<file path="src/rtl/seg7_show_driver.sv">
// seg7_show_driver: 8-digit multiplexed common-anode 7-seg driver showing data as hex or as decimal.
// Decimal digits come from a free-running sequential double-dabble converter (32 clk per result).
module seg7_show_driver #(
  parameter int SCAN_DIV = 100000
) (
  input  logic        clk,
  input  logic        clr,
  input  logic        mod,
  input  logic [31:0] data,
  output logic [7:0]  SEG,
  output logic [7:0]  AN
);
  localparam int CW = (SCAN_DIV > 1) ? $clog2(SCAN_DIV) : 1;
  localparam logic [127:0] PAT = {8'h8E, 8'h86, 8'hA1, 8'hC6, 8'h83, 8'h88, 8'h90, 8'h80,
                                  8'hF8, 8'h82, 8'h92, 8'h99, 8'hB0, 8'hA4, 8'hF9, 8'hC0};
  logic [CW-1:0] cnt_q, cnt_d;
  logic [2:0]    idx_q, idx_d;
  logic [7:0]    seg_q, seg_d, an_q, an_d;
  logic [31:0]   sh_q, sh_d, acc_q, acc_d, bcd_q, bcd_d, adj, acc_n, sh_n;
  logic [4:0]    iter_q, iter_d;
  logic          busy_q, busy_d, wrap, load, last;
  logic [3:0]    nib;
  assign SEG = seg_q;
  assign AN  = an_q;
  always_comb begin
    wrap  = cnt_q == CW'(SCAN_DIV - 1);
    cnt_d = wrap ? '0 : cnt_q + CW'(1);
    idx_d = idx_q + {2'b00, wrap};
    nib   = mod ? data[{idx_q, 2'b00} +: 4] : bcd_q[{idx_q, 2'b00} +: 4];
    seg_d = PAT[{nib, 3'b000} +: 8];
    an_d  = ~(8'b1 << idx_q);
  end
  // BCD digits beyond the 8th fall off the top of acc, which yields data mod 10^8
  always_comb begin
    for (int k = 0; k < 8; k++)
      adj[4*k +: 4] = (acc_q[4*k +: 4] > 4'd4) ? acc_q[4*k +: 4] + 4'd3 : acc_q[4*k +: 4];
    {acc_n, sh_n} = {adj, sh_q} << 1;
    last   = busy_q && (iter_q == 5'd31);
    load   = !busy_q || last;
    busy_d = 1'b1;
    sh_d   = load ? data : sh_n;
    acc_d  = load ? '0 : acc_n;
    iter_d = load ? '0 : iter_q + 5'd1;
    bcd_d  = last ? acc_n : bcd_q;
  end
  always_ff @(posedge clk or negedge clr) begin
    if (!clr) begin
      cnt_q  <= '0;
      idx_q  <= '0;
      seg_q  <= 8'hFF;
      an_q   <= 8'hFF;
      sh_q   <= '0;
      acc_q  <= '0;
      bcd_q  <= '0;
      iter_q <= '0;
      busy_q <= 1'b0;
    end else begin
      cnt_q  <= cnt_d;
      idx_q  <= idx_d;
      seg_q  <= seg_d;
      an_q   <= an_d;
      sh_q   <= sh_d;
      acc_q  <= acc_d;
      bcd_q  <= bcd_d;
      iter_q <= iter_d;
      busy_q <= busy_d;
    end
  end
endmodule

</file>
<file path="config.mk">
export PLATFORM = sky130hd
export DESIGN_NAME = seg7_show_driver
export DESIGN_NICKNAME = d
export VERILOG_FILES = /design/src/rtl/seg7_show_driver.sv
export SDC_FILE = /design/constraint.sdc
export NUM_CORES = 1
export LEC_CHECK = 0
export ABC_AREA = 1
export CAP_MARGIN = 25
export CORE_ASPECT_RATIO = 1.25
export CORE_UTILIZATION = 59
export CTS_CLUSTER_DIAMETER = 120
export DETAILED_ROUTE_END_ITERATION = 10
export PLACE_DENSITY = 0.87
export SLEW_MARGIN = 20
export SYNTH_ARGS = -nofsm -noshare
export SYNTH_HDL_FRONTEND = slang
export SYNTH_SLANG_ARGS = --single-unit
</file>
<file path="constraint.sdc">
create_clock -name clk -period 2.04 [get_ports clk]
set_input_delay 0.204 -clock clk [delete_from_list [all_inputs] [get_ports clk]]
set_output_delay 0.204 -clock clk [all_outputs]
set_load 0.02 [all_outputs]
</file>
==> results of run 1 <==
## power breakdown
group	internal [uW]	switching [uW]	total (uW)
sequential	2810	29.0	2840
combinational	202	296	498
clock	2360	1140	3500
## placed cells by master (no fill, tap or decap), types with 5 or more instances in the layout
master | synthesis | final
nand2_1 | 251 | 249
inv_1 | 124 | 124
dfrtp_1 | 122 | 120
o21ai_0 | 77 | 76
nor2_1 | 75 | 74
clkdlybuf4s50_1 | 0 | 48
nand3_1 | 39 | 39
xor2_1 | 17 | 17
ha_1 | 18 | 17
clkbuf_16 | 0 | 17
dfstp_2 | 15 | 15
buf_4 | 5 | 14
nor3_1 | 13 | 13
a21oi_1 | 11 | 11
buf_12 | 0 | 8
bufinv_16 | 0 | 6
nor2_4 | 2 | 5
## registers in the layout, summed over array words and instances (netlist names)
signal,count
AN,8
SEG,7
acc_q,32
bcd_q,32
busy_q,1
cnt_q,17
idx_q,3
iter_q,5
sh_q,32
## metal layers
metal / track usage (%) / vias to the layer above
met5: 0 / -
met4: 14.2 / 0
met1: 34.3 / 2616
li1: - / 2698
met2: 48.2 / 246
met3: 6.16 / 59
## cells in the mapped netlist, types with 5 or more instances
cell type / n
nand3_1: 39
nor2_2: 5
buf_4: 5
xor2_1: 17
dfstp_2: 15
inv_1: 124
clkbuf_1: 17
ha_1: 18
dfrtp_1: 122
nor2_1: 75
nand2_1: 251
o21ai_0: 77
nor3_1: 13
a21oi_1: 11
## logic make-up after synthesis
logic type / share of synthesized area (%)
AOI/OAI and AO/OA: 7.49
xor gates and xnor gates: 2.23
adders and majority gates: 3.37
buffers and inverters: 9.41
DFF: 51.6
other: 0.0561
and+or+nand+nor: 25.9
## worst max-delay path, cell delays in order (launching register included)
cell	delay, ns
dfrtp_1	0.37
ha_1	0.21
nand2_1	0.13
nor2_4	0.17
inv_2	0.06
nor4_4	0.33
ha_1	0.20
ha_1	0.16
xor2_1	0.16
## repair_timing
action	CTS	global route
gates resized for setup	0	9
hold buffers	1	0
hold endpoints to repair	22	0
setup endpoints to repair	0	8
## final cells by class
class                      count  area (um^2)  share of cell area, %
sequential                   137         3450                   42.1
inverter                     131          497                   6.07
multi-input combinational    540         2640                   32.2
clock buffer                  21          460                   5.62
timing repair buffer          71          756                   9.23
clock inverter                11          218                   2.66
tap                          135          169                   2.06
## per-stage QoR
stage                     hold WS, ns  total power [uW]  TNS, ns  std cells  utilization (%)
after floorplan               -0.0916              3130        0        834                -
after global placement          0.152              3360   -0.731       1013             67.5
after detailed placement        0.158              3370   -0.891       1013             67.5
after CTS                       0.263              6860        0       1046             73.7
after global routing            0.322              7060        0       1046             73.9
final                           0.276              6840        0       1046             73.9
## worst min path at each step
stage	slack (ns)	cells after the start	to	startpoint
finish	0.28	2	acc_q[23]$_DFF_PN0_	clr
global route	0.32	2	acc_q[22]$_DFF_PN0_	clr
CTS	0.26	2	acc_q[22]$_DFF_PN0_	clr
detailed placement	0.16	1	acc_q[22]$_DFF_PN0_	clr
global placement	0.15	1	acc_q[23]$_DFF_PN0_	clr
floorplan	-0.09	0	acc_q[0]$_DFF_PN0_	clr
==> out/metrics.cfg, run 1 <==
[setup_path]
r2r-end = idx_q[2]$_DFF_PN0_
worstPathRequired_ns = 2.38
cp-endpoint = idx_q[2]$_DFF_PN0_
crit_fanout = 4
rr_worst_depth = 8
cp-start-kind = flip-flop
crit_arrival_ns = 2.22
crit_path_end_kind = flip-flop
rr_startpoint = cnt_q[0]$_DFF_PN0_
reg2reg_slack_ns = 0.16
cp-startpoint = cnt_q[0]$_DFF_PN0_
criticalPathCategory = flip-flop to flip-flop

[clock_tree]
htreeDepth = 4
clockBufferDepth = 2
tritoncts = done
clkSlewWorstSetupHoldPaths_ns = 0.06
clock_latency_ns = 0.42
cts_setup_buffers = 0
numCtsBuffers = 17
cts_root_buf = clkbuf_16
cts_sinks = 137

[drt]
met3_length_um = 935
drt-met1-wl_mm = 6.18
drc = 0
avgRoutedWirePerCell_um = 14.7
vias_per_cell = 5.37
drt-pass1-iter-count = 6
first_iter_violations = 404
wirelength_mm = 15.4
drtAntennaViolNets = 0
wl_met2_mm = 7.76
via_count = 5619
top_layer = met4

[final_layout]
areaGrowthSynthToFinish_pct = 22.5
final_nets = 951
antenna_cells = 0
design_area_um2 = 8190
fillCellCount = 727
layout-drive-gt1-share_pct = 10.5

[timing]
timing.fmax_mhz = 531
slew_viol_final = 0
timing.final.crit_period_ns = 1.88
hold_violations = 0
rsz0062_at_grt = false
setup_viol = 0
fin_skew_ns = 0.00658
worst_slack_ns = 0.158
fin_crit_sh_pct = 92.3

[die]
fp.dieH_um = 121
initial_core_util_pct = 60.3
core_um2 = 11100
boundaryPins = 51
die_x_um = 97.2
die_area_um2 = 11800
num_rows = 43

[global_route]
grt_use_total_pct = 28.4
grt_pass1_wl_mm = 26.3
grt_pass1_vias = 5492
grt_antenna_before_repair = 0
overflow = 0
grt_max_degree = 62

[synthesis]
synth_top_area_cell = dfrtp_1
synth_cell_types = 37
ys_warn_count = 0
yosysTopAreaCellShare_pct = 45.7
yosysSeqAreaShare_pct = 51.6
synth_ff_type = dfrtp_1
synth_top_cells_by_area = dfrtp_1 (46%), nand2_1 (14%), inv_1 (7.0%)
syn_area_per_cell_um2 = 8.03
synth-seq-cells = 137
synth-async-reset-ratio_pct = 100
syn_area_um2 = 6690
synth_cells = 833
synth_edf_count = 0

[place]
routabilityCongestion = 0.911
dpl_worst_slack_ns = -0.173
place_area_um2 = 7480
io_buffer_count = 49
hpwl_mm = 10.3

[outcome]
status = finished clean

[power_and_ir_drop]
ir_drop_mv = 0.454
power_density_nw_per_um2 = 836
p_leak_uw = 0.00400

[job]
drv_cap = 0

[worst_hold_path]
min_path_type = primary input to async pin

No activity file was read; power rests on OpenSTA's default activity.
==> run 2, diff against run 1 <==
--- a/config.mk
+++ b/config.mk
@@ -11,6 +11,7 @@
 export CORE_UTILIZATION = 59
 export CTS_CLUSTER_DIAMETER = 120
 export DETAILED_ROUTE_END_ITERATION = 10
+export MAX_ROUTING_LAYER = met4
 export PLACE_DENSITY = 0.87
 export SLEW_MARGIN = 20
 export SYNTH_ARGS = -nofsm -noshare
==> run 2 against run 1 <==
Effect of this change:
- core utilization decreased by 0.15 points
- clock-buffer cell count shrank 1
- global-route usage increased by 0.38 points
- wire length fell by 1.8%
- clock power down 5%
- via count is 0.43% lower
- design area decreased by 0.20%
==> out/metrics.cfg, run 2 (synthesized netlist as in run 1, its figures left out) <==
[outcome]
status = finished clean

[die]
core_um2 = 11100  ; unchanged
initial_core_util_pct = 60.3  ; unchanged
die_area_um2 = 11800  ; unchanged
die_x_um = 97.2  ; unchanged
boundaryPins = 51  ; unchanged
num_rows = 43  ; unchanged
fp.dieH_um = 121  ; unchanged

[clock_tree]
clock_latency_ns = 0.42  ; about the same
clkSlewWorstSetupHoldPaths_ns = 0.06  ; about the same
htreeDepth = 4  ; unchanged
tritoncts = done
cts_root_buf = clkbuf_16
cts_sinks = 137  ; unchanged
clockBufferDepth = 2  ; unchanged
numCtsBuffers = 17  ; unchanged

[setup_path]
rr_startpoint = cnt_q[0]$_DFF_PN0_
slowest_stage = dfrtp_1
r2r-end = idx_q[2]$_DFF_PN0_
worstPathRequired_ns = 2.38  ; about the same
crit_top_cell = ha_1
criticalPathCategory = flip-flop to flip-flop
cp_num_buf_inv = 1  ; unchanged
cp-start-kind = flip-flop
slowest_delay_ns = 0.37  ; about the same
rr_worst_depth = 8  ; unchanged
reg2reg_slack_ns = 0.14  ; -0.02 ns
crit_arrival_ns = 2.24  ; +0.02 ns
path_delay_family = simple AND/OR/NAND/NOR gates
cp_cell_sequence = ha_1 > nand2_1 > nor2_2 > inv_2 > nor4_4 > ha_1 > ha_1 > xor2_1
crit_path_end_kind = flip-flop
crit_fanout = 4  ; unchanged

[timing]
slew_viol_final = 0  ; unchanged
timing.final.crit_period_ns = 1.90  ; +0.0209 ns
fin_skew_ns = 0.00743  ; +0.000854 ns
hold_violations = 0  ; unchanged
setup_viol = 0  ; unchanged
timing.fmax_mhz = 525  ; -1.1%
tns_ns = 0  ; unchanged
fin_crit_sh_pct = 93.3  ; +1.0 points

[global_route]
grt_use_total_pct = 28.8  ; +0.38 points
overflow = 0  ; unchanged
grt_pass1_vias = 5517  ; +0.46%
grt_antenna_before_repair = 0  ; unchanged
grt_pass1_wl_mm = 25.6  ; -2.7%
grt_max_degree = 58  ; -6.5%

[drt]
wirelength_mm = 15.1  ; -1.8%
first_iter_violations = 402  ; -0.50%
drtAntennaViolNets = 0  ; unchanged
avgRoutedWirePerCell_um = 14.4  ; -2.4%
via_count = 5595  ; -0.43%
vias_per_cell = 5.31  ; -1.1%
drt-pass1-iter-count = 6  ; unchanged
drc = 0  ; unchanged

[final_layout]
areaGrowthSynthToFinish_pct = 22.2
layout_commonest_cell = nand2_1
largestRegisters = acc_q (32), bcd_q (32), sh_q (32)
final_cell_mix = nand2_1 (250), inv_1 (124), dfrtp_1 (120)
antenna_cells = 0  ; unchanged
final_nets = 958  ; +0.74%
design_area_um2 = 8170  ; -0.20%
layout-drive-gt1-share_pct = 11.1  ; +0.57 points
final_util_pct = 73.7  ; -0.15 points
fillCellCount = 738  ; +1.5%

[power_and_ir_drop]
power_density_nw_per_um2 = 814  ; -2.6%
p_total_uw = 6650  ; -2.8%
ir_drop_mv = 0.453  ; -0.20%
p_leak_uw = 0.00401  ; +0.25%

[job]
drv_cap = 0  ; unchanged

[worst_hold_path]
min_path_type = primary input to async pin

[place]
io_buffer_count = 49  ; unchanged
place_area_um2 = 7480  ; about the same
routabilityCongestion = 0.927  ; +1.8%
hpwl_mm = 10.4  ; +0.52%

==> run 2: changes by cell type in the layout (fill, tap and decap cells not counted), sizes merged <==
cell,before,now
bufinv,6,4
buf,22,29
clkinv,5,4
inv,129,133
clkbuf,21,20
==> run 2: where the power goes <==
part	total [uW]	switching, uW	leakage (uW)	internal [uW]
Sequential	2840	28.4	0.00178	2810
Clock	3320	1190	0.000308	2130
Combinational	494	295	0.00192	200
Total	6650	1510	0.00401	5140
==> run 2: how the worst max path moves through the flow <==
stage                              end  slack [ns]  depth (start not counted)               start
floorplan           idx_q[2]$_DFF_PN0_        0.17                          8  cnt_q[0]$_DFF_PN0_
global placement      SEG[0]$_DFF_PN1_       -0.14                         13                 mod
detailed placement    SEG[6]$_DFF_PN1_       -0.17                         16                 mod
CTS                   SEG[6]$_DFF_PN1_        0.05                         11  idx_q[0]$_DFF_PN0_
global route          SEG[5]$_DFF_PN1_       -0.01                         13  idx_q[1]$_DFF_PN0_
finish              idx_q[2]$_DFF_PN0_        0.14                          8  cnt_q[0]$_DFF_PN0_
==> run 2: worst register-to-register path, delay by kind of cell (launching register included) <==
kind,cells,cell delay [ns]
xor+xnor,1,0.18
flops,1,0.37
simple gates,3,0.63
buf+inv,1,0.08
fa+ha+maj,3,0.56
==> run 2: area by class of cell <==
type                            instances  area [um^2]  share of cell area [%]
Timing Repair Buffer                   78          783                    9.59
Clock buffer                           20          457                    5.59
Inverter                              131          497                    6.08
Sequential cell                       137         3450                    42.2
Multi-Input combinational cell        540         2630                    32.2
Clock inverter                         12          188                    2.30
Tap cell                              135          169                    2.07
==> run 2: metal layers <==
metal	vias to the layer above	global-route usage [%]	share of wire (%)
li1	2709	-	-
met3	43	5.76	5.7
met5	-	-	0
met2	189	47.0	50
met4	0	15.1	3.3
met1	2654	34.0	41
==> run 2: timing repair <==
item / in CTS / in global routing
buffers inserted: 0 / 4
hold buffers: 1 / 0
resized for setup: 0 / 5
setup endpoints to repair: 0 / 7
endpoints found under the hold margin: 19 / 0
==> run 2: per-stage QoR <==
stage	hold slack, ns	instances	setup WS, ns
2_1_floorplan	-0.0916	834	0.172
3_3_place_gp	0.169	1016	-0.137
3_5_place_dp	0.172	1016	-0.171
4_1_cts	0.263	1049	0.0501
5_1_grt	0.342	1053	-0.0100
6_report	0.292	1053	0.137
